[src/rtl/ii_pkg.sv]
// Shared integral-image geometry, widths and the bank-arbiter state type.
// Used by the II capture path and the face-detector sequencer.
package ii_pkg;
  localparam int II_WIDTH    = 160;
  localparam int II_HEIGHT   = 120;
  localparam int FRAME_WORDS = II_WIDTH * II_HEIGHT;
  localparam int II_DATA_W   = 20;
  localparam int II_ADDR_W   = 15;

  typedef enum logic [1:0] {
    WAIT_SOF,
    FILL,
    CHECK,
    SWAP
  } ii_arb_state_t;
endpackage

[src/rtl/ii_vsync_edge.sv]
// Registers camera vsync once and derives start-of-frame (fall) and
// end-of-frame (rise) pulses, combinational from the registered copy.
module ii_vsync_edge
  import ii_pkg::*;
(
  input  logic ov7670_pclk,
  input  logic rst,
  input  logic vsync,
  output logic sof,
  output logic eof
);
  logic vsync_q, vsync_d;

  always_comb begin
    vsync_d = vsync;
    sof     = vsync_q & ~vsync;
    eof     = ~vsync_q & vsync;
  end

  // Reset low: a vsync already high at release only yields an eof, which WAIT_SOF ignores.
  always_ff @(posedge ov7670_pclk) begin
    if (rst) vsync_q <= 1'b0;
    else     vsync_q <= vsync_d;
  end
endmodule

[src/rtl/ii_bank_arbiter.sv]
// Ping-pong arbiter for the 2-bank integral-image RAM: the writer fills one bank
// while the reader owns the other; banks swap only on a complete, released frame.
module ii_bank_arbiter
  import ii_pkg::*;
#(
  parameter int ADDR_W      = II_ADDR_W,
  parameter int DATA_W      = II_DATA_W,
  parameter int FRAME_WORDS = ii_pkg::FRAME_WORDS
) (
  input  logic              ov7670_pclk,
  input  logic              rst,
  input  logic              vsync,
  input  logic              wr_en,
  input  logic [ADDR_W-1:0] wr_addr,
  input  logic [DATA_W-1:0] wr_data,
  input  logic              rd_en,
  input  logic [ADDR_W-1:0] rd_addr,
  input  logic              rd_done,
  output logic              ram_we,
  output logic [ADDR_W:0]   ram_waddr,
  output logic [DATA_W-1:0] ram_wdata,
  output logic              ram_re,
  output logic [ADDR_W:0]   ram_raddr,
  output logic              frame_avail,
  output logic              frame_dropped,
  output logic              frame_err,
  output logic [7:0]        drop_count
);
  localparam logic [ADDR_W-1:0] FW_A    = ADDR_W'(FRAME_WORDS);
  localparam logic [ADDR_W-1:0] CNT_MAX = '1;

  ii_arb_state_t     state_q, state_d;
  logic              wr_bank_q, wr_bank_d;
  logic [ADDR_W-1:0] count_q, count_d;
  logic              miss_eof_q, miss_eof_d;
  logic              resume_q, resume_d;
  logic              frame_avail_q, frame_avail_d;
  logic              frame_err_q, frame_err_d;
  logic              frame_dropped_q, frame_dropped_d;
  logic [7:0]        drop_count_q, drop_count_d;
  logic              ram_we_q, ram_we_d;
  logic [ADDR_W:0]   ram_waddr_q, ram_waddr_d;
  logic [DATA_W-1:0] ram_wdata_q, ram_wdata_d;
  logic              sof, eof;
  logic              drop_inc;
  logic              go_fill;

  ii_vsync_edge u_vsync_edge (
    .ov7670_pclk (ov7670_pclk),
    .rst         (rst),
    .vsync       (vsync),
    .sof         (sof),
    .eof         (eof)
  );

  always_comb begin
    state_d         = state_q;
    wr_bank_d       = wr_bank_q;
    count_d         = count_q;
    miss_eof_d      = miss_eof_q;
    resume_d        = resume_q;
    // A release takes effect before any CHECK decision in the same cycle.
    frame_avail_d   = frame_avail_q & ~rd_done;
    frame_err_d     = 1'b0;
    frame_dropped_d = 1'b0;
    drop_inc        = 1'b0;
    // A start-of-frame seen during CHECK/SWAP (short vsync gap) is not lost.
    go_fill         = resume_q | sof;

    case (state_q)
      WAIT_SOF: begin
        if (sof) begin
          state_d = FILL;
          count_d = '0;
        end
      end
      FILL: begin
        if (wr_en && count_q != CNT_MAX) count_d = count_q + 1'b1;
        if (sof) begin
          state_d    = CHECK;
          miss_eof_d = 1'b1;
          resume_d   = 1'b1;
        end else if (eof) begin
          state_d = CHECK;
        end
      end
      CHECK: begin
        miss_eof_d = 1'b0;
        if (miss_eof_q || count_q != FW_A) begin
          frame_err_d = 1'b1;
          drop_inc    = 1'b1;
        end else if (frame_avail_d) begin
          frame_dropped_d = 1'b1;
          drop_inc        = 1'b1;
        end
        if (!drop_inc) begin
          state_d  = SWAP;
          resume_d = go_fill;
        end else if (go_fill) begin
          state_d  = FILL;
          count_d  = '0;
          resume_d = 1'b0;
        end else begin
          state_d = WAIT_SOF;
        end
      end
      SWAP: begin
        wr_bank_d     = ~wr_bank_q;
        frame_avail_d = 1'b1;
        if (go_fill) begin
          state_d  = FILL;
          count_d  = '0;
          resume_d = 1'b0;
        end else begin
          state_d = WAIT_SOF;
        end
      end
      default: state_d = WAIT_SOF;
    endcase

    drop_count_d = (drop_inc && drop_count_q != 8'hFF) ? drop_count_q + 8'd1 : drop_count_q;

    // Out-of-range words were already counted above; only the RAM write is blocked.
    ram_we_d    = wr_en && (state_q == FILL) && (wr_addr < FW_A);
    ram_waddr_d = {wr_bank_q, wr_addr};
    ram_wdata_d = wr_data;
  end

  always_ff @(posedge ov7670_pclk) begin
    if (rst) begin
      state_q         <= WAIT_SOF;
      wr_bank_q       <= 1'b0;
      count_q         <= '0;
      miss_eof_q      <= 1'b0;
      resume_q        <= 1'b0;
      frame_avail_q   <= 1'b0;
      frame_err_q     <= 1'b0;
      frame_dropped_q <= 1'b0;
      drop_count_q    <= '0;
      ram_we_q        <= 1'b0;
      ram_waddr_q     <= '0;
      ram_wdata_q     <= '0;
    end else begin
      state_q         <= state_d;
      wr_bank_q       <= wr_bank_d;
      count_q         <= count_d;
      miss_eof_q      <= miss_eof_d;
      resume_q        <= resume_d;
      frame_avail_q   <= frame_avail_d;
      frame_err_q     <= frame_err_d;
      frame_dropped_q <= frame_dropped_d;
      drop_count_q    <= drop_count_d;
      ram_we_q        <= ram_we_d;
      ram_waddr_q     <= ram_waddr_d;
      ram_wdata_q     <= ram_wdata_d;
    end
  end

  assign ram_we        = ram_we_q;
  assign ram_waddr     = ram_waddr_q;
  assign ram_wdata     = ram_wdata_q;
  assign ram_re        = rd_en & frame_avail_q;
  assign ram_raddr     = {~wr_bank_q, rd_addr};
  assign frame_avail   = frame_avail_q;
  assign frame_err     = frame_err_q;
  assign frame_dropped = frame_dropped_q;
  assign drop_count    = drop_count_q;
endmodule

[config.mk]
export PLATFORM = sky130hd
export DESIGN_NAME = ii_bank_arbiter
export DESIGN_NICKNAME = d
export VERILOG_FILES = /design/src/rtl/ii_pkg.sv /design/src/rtl/ii_vsync_edge.sv /design/src/rtl/ii_bank_arbiter.sv
export SDC_FILE = /design/constraint.sdc
export NUM_CORES = 1
export LEC_CHECK = 0
export ABC_AREA = 0
export CAP_MARGIN = 10
export CORE_MARGIN = 4
export CORE_UTILIZATION = 43
export CTS_BUF_LIST = sky130_fd_sc_hd__clkbuf_4 sky130_fd_sc_hd__clkbuf_8
export CTS_CLUSTER_SIZE = 16
export DETAILED_ROUTE_END_ITERATION = 8
export GPL_TIMING_DRIVEN = 1
export PLACE_DENSITY = 0.82
export SLEW_MARGIN = 20
export SYNTH_ARGS = -nofsm -noshare
export SYNTH_HDL_FRONTEND = slang
export SYNTH_SLANG_ARGS = --single-unit
[constraint.sdc]
create_clock -name ov7670_pclk -period 2.15 [get_ports ov7670_pclk]
set_input_delay 0.43 -clock ov7670_pclk [delete_from_list [all_inputs] [get_ports ov7670_pclk]]
set_output_delay 0.43 -clock ov7670_pclk [all_outputs]
set_load 0.05 [all_outputs]
==> results.toml, run 1 <==
[drt]
viasPerCell = 4.89
wl_mm = 6.10
wl_per_cell_um = 13.7
drt_iter0_markers = 54
drc = 0
ant_nets = 0
first_pass_iters = 4
routed-via-count = 2169

[place]
portBuffers = 90
placed_cell_area_um2 = 3630
dp_slack_ns = -0.212
dp_cells = 428
gp_congestion = 0.786
dpl.hpwl_mm = 4.30

[clocking]
ctsHoldBuffers = 0
clk_pin_slew_ns = 0.07
cts-htree-levels = 3
cts_tree = "built"
clock-root-buffer = "clkbuf_8"
cts_buffers = 9
cts_buffer_depth = 2
clkSinkCount = 69
insertion_delay_ns = 0.34

[global_route]
grt_pass1_vias = 2176
grt_pass1_wl_mm = 9.64
grt_max_degree = 56
antenna_found_initial = 0
track_usage_pct = 16.2
overflow = 0

[pwr]
p_leak_nw = 1.45
irDropWorstVdd_v = 0.000510
finalPower_mw = 2.70
power_density_nw_per_um2 = 702

[critical_path]
r2r-start = "count_q[0]"
worstPathBufferInverterCount = 3
worstSetupPathType = "reg -> reg"
reg2reg_to = "drop_count[3]"
r2r_slack_ns = 0.06
cp-end-kind = "flop"
critical_path.top_delay_family = "simple AND/OR/NAND/NOR gates"
cp.arrival_ns = 2.35
crit_path_max_incr_delay_ns = 0.40
slowest_stage = "a211o_2"
worstPathCellList = "inv_1 > ha_1 > nand3b_1 > nor4_4 > buf_4 > buf_4 > a211o_2 > or3_1 > a21oi_1"
cp_data_required_time_ns = 2.42
crit_fanout = 6
rr_worst_depth = 9
crit_path_frequent_cell = "buf_4"
start_kind = "flop"

[hold_path]
min_to = "count_q[1]"
min_path_cells = 2
worstHoldStart = "count_q[1]"
hold_class = "reg -> reg"

[layout]
fin_cells = 444
syn_to_final_growth_pct = 42.8
nNetsFinal = 425
final_util_pct = 64.3
antenna_cells = 0
drive_above_1_share_pct = 13.3
final_area_um2 = 3850

[sta]
fin_skew_ns = 0.00623
holdWs_ns = 0.477
setup_viol = 0
worst_pin_slew_ns = 0.540
drv_slew = 0
rsz0062_at_grt = "yes"
slew-limit-headroom_pct = 64.0
hold_violations = 0
finalWorstSetupSlack_ns = 0.0642
fmax_mhz = 479
fin_crit_ns = 2.09
timing.final.crit_share_pct = 97.0
fin_setup_tns_ns = 0

[synth]
yosysSeqAreaShare_pct = 51.2
syn_avg_cell_area_um2 = 9.80
ys_ff_latch = 69
synth.distinct_cells = 42
netlist_instances = 275
synth.cell_area_um2 = 2700
synth_edf_count = 0
yosys_warnings = 0
ys_async_sr_fraction_pct = 0
synthFlopType = "dfxtp_1"
synth_nets = 335

[job]
max-cap-violations = 0

[run_status]
outcome = "finished, final reports clean"

[die]
ios = 121
initial_core_util_pct = 45.0
core_area_um2 = 5990
rows = 28
die_y_um = 87.2
die_width_um = 87.2
die_area_um2 = 7600
[how the worst max path moves through the flow]
stage               depth (start not counted)  slack (ns)  startpoint             to
finish                                      9        0.06  count_q[0]  drop_count[3]
floorplan                                   7        0.16  count_q[2]     count_q[3]
global route                                9       -0.02  count_q[0]  drop_count[3]
global placement                            9       -0.14       vsync    count_q[13]
CTS                                        10        0.04  count_q[0]  drop_count[5]
detailed placement                          9       -0.21       vsync    count_q[13]
[power by group]
group	internal (mW)	switching (mW)	leakage [nW]	total (mW)
registers	1.32	0.0141	0.568	1.33
clock network	0.528	0.481	0.0915	1.01
logic	0.159	0.203	0.793	0.362
[metal layers]
layer | GRT usage [%] | part of all wire, %
met1 | 19.0 | 42
met2 | 26.9 | 50
met3 | 4.16 | 5.9
met4 | 8.93 | 2.2
met5 | 0 | 0
[cell usage in the layout, fill, tap and decap left out, drive strengths merged, types with 2 or more instances in the layout]
cell type / netlist / layout
a21oi: 9 / 9
a31oi: 4 / 4
and2: 2 / 2
and3: 7 / 7
and4: 3 / 3
buf: 17 / 16
clkbuf: 8 / 9
clkdlybuf4s50: 0 / 88
clkinv: 0 / 2
clkinvlp: 0 / 2
dfxtp: 69 / 69
ha: 4 / 4
inv: 7 / 8
mux2i: 2 / 2
nand2: 10 / 10
nand3: 16 / 16
nand4: 6 / 6
nor2: 27 / 27
nor2b: 38 / 38
nor3: 6 / 6
o21ai: 2 / 2
o31ai: 2 / 2
or3: 2 / 2
or4: 2 / 2
xnor2: 5 / 5
xor2: 13 / 13
[synthesized netlist by cell type, types with 3 or more instances]
| cell type | instances | area, um2 |
|---|---|---|
| buf_4 | 15 | 113 |
| and3_1 | 5 | 31.3 |
| nor2_1 | 27 | 101 |
| ha_1 | 4 | 50.1 |
| xor2_1 | 13 | 114 |
| nand4_1 | 6 | 37.5 |
| a31oi_1 | 3 | 18.8 |
| nor2b_1 | 38 | 238 |
| and4_1 | 3 | 26.3 |
| a21oi_1 | 9 | 45.0 |
| xnor2_1 | 5 | 43.8 |
| nor3_1 | 6 | 30.0 |
| clkbuf_1 | 8 | 30.0 |
| inv_1 | 7 | 26.3 |
| nand2_1 | 9 | 33.8 |
| nand3_1 | 15 | 75.1 |
| dfxtp_1 | 69 | 1380 |
[worst reg2reg max path, stage by stage, from the launching register on]
cell and delay, ns:
dfxtp_2 0.35, inv_1 0.07, ha_1 0.19, nand3b_1 0.14
nor4_4 0.06, buf_4 0.16, buf_4 0.14, a211o_2 0.40
or3_1 0.36, a21oi_1 0.15
[layout make-up]
cell class / instances / area (um2)
fillers: 495 / 2140
inverters: 7 / 26.3
well taps: 75 / 93.8
clock inverters: 6 / 63.8
multi-input cells: 174 / 1140
flip-flops and latches: 69 / 1390
repair buffers: 104 / 1010
clock buffers: 9 / 124
[timing repair]
item | CTS | global route
setup buffers | 1 | 0
setup endpoints to repair | 2 | 18
pin swaps | 1 | 2
gates resized for setup | 0 | 10
[state kept, by name, indices dropped and copies added (netlist names)]
register	count
wr_bank_q	1
ram_wdata	20
resume_q	1
u_vsync_edge.vsync_q	1
miss_eof_q	1
count_q	15
frame_dropped	1
ram_waddr	16
drop_count	8
ram_we	1
frame_err	1
frame_avail	1
state_q	2
[cell families after synthesis]
logic type	share of synthesized area (%)
AND/OR/NAND/NOR	27.1
flip-flops	51.2
buffers and inverters	7.10
AO/OA/AOI/OAI	5.66
XOR/XNOR	5.85
adder cells (fa/ha/maj)	1.86
multiplexers	1.16
No activity file was read; power rests on OpenSTA's default activity.
==> inputs of run 2 (changes only) <==
--- a/config.mk
+++ b/config.mk
@@ -8,12 +8,13 @@
 export ABC_AREA = 0
 export CAP_MARGIN = 10
 export CORE_MARGIN = 4
-export CORE_UTILIZATION = 43
+export CORE_UTILIZATION = 39
 export CTS_BUF_LIST = sky130_fd_sc_hd__clkbuf_4 sky130_fd_sc_hd__clkbuf_8
 export CTS_CLUSTER_SIZE = 16
 export DETAILED_ROUTE_END_ITERATION = 8
 export GPL_TIMING_DRIVEN = 1
-export PLACE_DENSITY = 0.82
+export PLACE_DENSITY = 0.79
+export RECOVER_POWER = 50
 export SLEW_MARGIN = 20
 export SYNTH_ARGS = -nofsm -noshare
 export SYNTH_HDL_FRONTEND = slang
==> constraint.sdc (replaced) <==
create_clock -name ov7670_pclk -period 1.91 [get_ports ov7670_pclk]
set_input_delay 0.382 -clock ov7670_pclk [delete_from_list [all_inputs] [get_ports ov7670_pclk]]
set_output_delay 0.382 -clock ov7670_pclk [all_outputs]
set_load 0.05 [all_outputs]
==> run 2 against run 1 <==
  * The flow now finishes with violations (setup timing)
  * Setup slack got worse by 0.22 ns
  * Final area rose by 7.2%
  * Utilization fell by 3.2 points
  * Final cell count rose by 6.3%
  * Clock power rose by 32%
  * Die area rose by 9.3%
  * Total power rose by 21%
  * Routed wire length rose by 15%
  * Sequential share of layout area fell by 2.4 points
  * Non-clock buffer count rose by 21
  * Clock skew rose by 0.0028 ns
  * Flip-flop and latch count did not move
  * Critical path type unchanged
  * Largest power group unchanged
==> results.toml, run 2 (same netlist as run 1, synthesis figures left out) <==
[sta]
fin_crit_ns = 2.06
drv_slew = 0
fmax_mhz = 485
worst_pin_slew_ns = 0.836
setup_viol = 23
hold_violations = 0
slew-limit-headroom_pct = 44.3
timing.final.crit_share_pct = 108
finalWorstSetupSlack_ns = -0.154
rsz0062_at_grt = "yes"
fin_skew_ns = 0.00902

[die]
core_area_um2 = 6760
die_area_um2 = 8310
die_y_um = 91.2
rows = 30
die_width_um = 91.2
initial_core_util_pct = 39.9
ios = 121

[layout]
multi_input_area_um2 = 1230
mostFrequentLayoutCells = "66 x dfxtp_1, 64 x clkdlybuf4s50_1, 41 x buf_4, 38 x nor2b_1, 24 x nor2_1"
final_area_um2 = 4130
layout_commonest_cell = "dfxtp_1"
n_fill_cell = 535
seqCellArea_um2 = 1390
drive_above_1_share_pct = 23.5
nNetsFinal = 447
syn_to_final_growth_pct = 53.0
antenna_cells = 0
largest_reg_flops = 20

[drt]
topRoutingLayerUsed = "met4"
routed-via-count = 2298
first_pass_iters = 5
wl_per_cell_um = 14.9
dr_wl_met3_um = 333
drc = 0
drt_iter0_markers = 131
drt-met1-wl_mm = 2.68
ant_nets = 0
met2WireLength_mm = 3.87
viasPerCell = 4.87
wl_mm = 7.03

[clocking]
clkSinkCount = 69
insertion_delay_ns = 0.34
cts_tree = "built"
cts_buffer_depth = 2
cts_buffers = 9
ctsHoldBuffers = 0
clk_pin_slew_ns = 0.07
cts-htree-levels = 3
clock-root-buffer = "clkbuf_8"

[run_status]
violations = "setup timing"
outcome = "finished, violations left"

[hold_path]
min_path_cells = 2
min_to = "miss_eof_q"
worstHoldStart = "miss_eof_q"
hold_class = "reg -> reg"

[critical_path]
slowest_stage = "or4b_4"
worstSetupPathType = "reg -> reg"
cp.arrival_ns = 2.30
crit_path_max_incr_delay_ns = 0.55
crit_path_frequent_cell = "buf_6"
rr_worst_depth = 8
cp-end-kind = "flop"
crit_fanout = 7
reg2reg_to = "count_q[7]"
start_kind = "flop"
worstPathCellList = "or4b_4 > nor4_4 > buf_6 > a31oi_4 > buf_6 > nand4_1 > xor2_1 > nor2_1"
r2r_slack_ns = -0.15
cp_data_required_time_ns = 2.15
r2r-start = "count_q[12]"

[global_route]
grt_max_degree = 45
overflow = 0
grt_pass1_vias = 2382
grt_pass1_wl_mm = 11.0
track_usage_pct = 16.7
antenna_found_initial = 0

[pwr]
finalPower_mw = 3.27
p_leak_nw = 1.63
irDropWorstVdd_v = 0.000626
power_density_nw_per_um2 = 791

[place]
portBuffers = 90
placed_cell_area_um2 = 3770
gp_congestion = 0.847
dpl.hpwl_mm = 4.66

[job]
max-cap-violations = 0
run 2: area by class of cell:
cell class / count / share of cell area [%]
inverters: 7 / 0.637
multi-input cells: 175 / 29.8
clock inverters: 5 / 2.03
clock buffers: 11 / 3.52
flip-flops and latches: 69 / 33.6
repair buffers: 125 / 28.0
well taps: 80 / 2.43
run 2: timing repair:
item / CTS / global route
buffers inserted: 1 / 1
cloned: 2 / 0
pin swaps: 19 / 15
setup endpoints to repair: 24 / 29
resized for setup: 15 / 17
run 2: how the worst max path moves through the flow:
stage	end	start
finish	count_q[7]	count_q[12]
global route	count_q[12]	count_q[12]
CTS	count_q[13]	count_q[3]
detailed placement	count_q[7]	vsync
global placement	count_q[13]	vsync
floorplan	count_q[3]	count_q[13]
run 2: per-layer routing:
layer	global-route usage (%)	vias to the layer above
met3	6.30	18
li1	-	1134
met2	29.6	66
met5	0	-
met4	6.53	0
met1	17.8	1080
run 2: stage by stage:
step           utilization [%]  setup slack, ns  cells  hold WS [ns]  setup TNS [ns]
5_1_grt                   61.1           -0.214    472         0.504           -3.82
3_3_place_gp              55.8           -0.325    453         0.457           -4.43
2_1_floorplan                -          -0.0675    275         0.441          -0.461
3_5_place_dp              55.8           -0.388    453         0.460           -5.49
4_1_cts                   60.2          -0.0977    471         0.405           -1.60
6_report                  61.1           -0.154    472         0.472           -2.11
run 2: report_power, final:
part / internal (mW) / total (mW) / switching, mW
Clock: 0.787 / 1.33 / 0.545
Combinational: 0.190 / 0.434 / 0.244
Sequential: 1.48 / 1.50 / 0.0154
Total: 2.46 / 3.27 / 0.804
run 2: worst max-delay path, delay by kind of cell (launching register included):
kind	cells	cell delay, ns
and+or+nand+nor	4	1.00
buffers and inverters	2	0.35
DFF	1	0.32
xor gates and xnor gates	1	0.17
AOI/OAI and AO/OA	1	0.12
==> inputs of run 3 (changes only) <==
--- a/config.mk
+++ b/config.mk
@@ -6,10 +6,11 @@
 export NUM_CORES = 1
 export LEC_CHECK = 0
 export ABC_AREA = 0
-export CAP_MARGIN = 10
+export CAP_MARGIN = 0
 export CORE_MARGIN = 4
 export CORE_UTILIZATION = 39
 export CTS_BUF_LIST = sky130_fd_sc_hd__clkbuf_4 sky130_fd_sc_hd__clkbuf_8
+export CTS_CLUSTER_DIAMETER = 50
 export CTS_CLUSTER_SIZE = 16
 export DETAILED_ROUTE_END_ITERATION = 8
 export GPL_TIMING_DRIVEN = 1
==> results of run 3 <==
Final layout, timing and power as in run 2 (identical DEF).
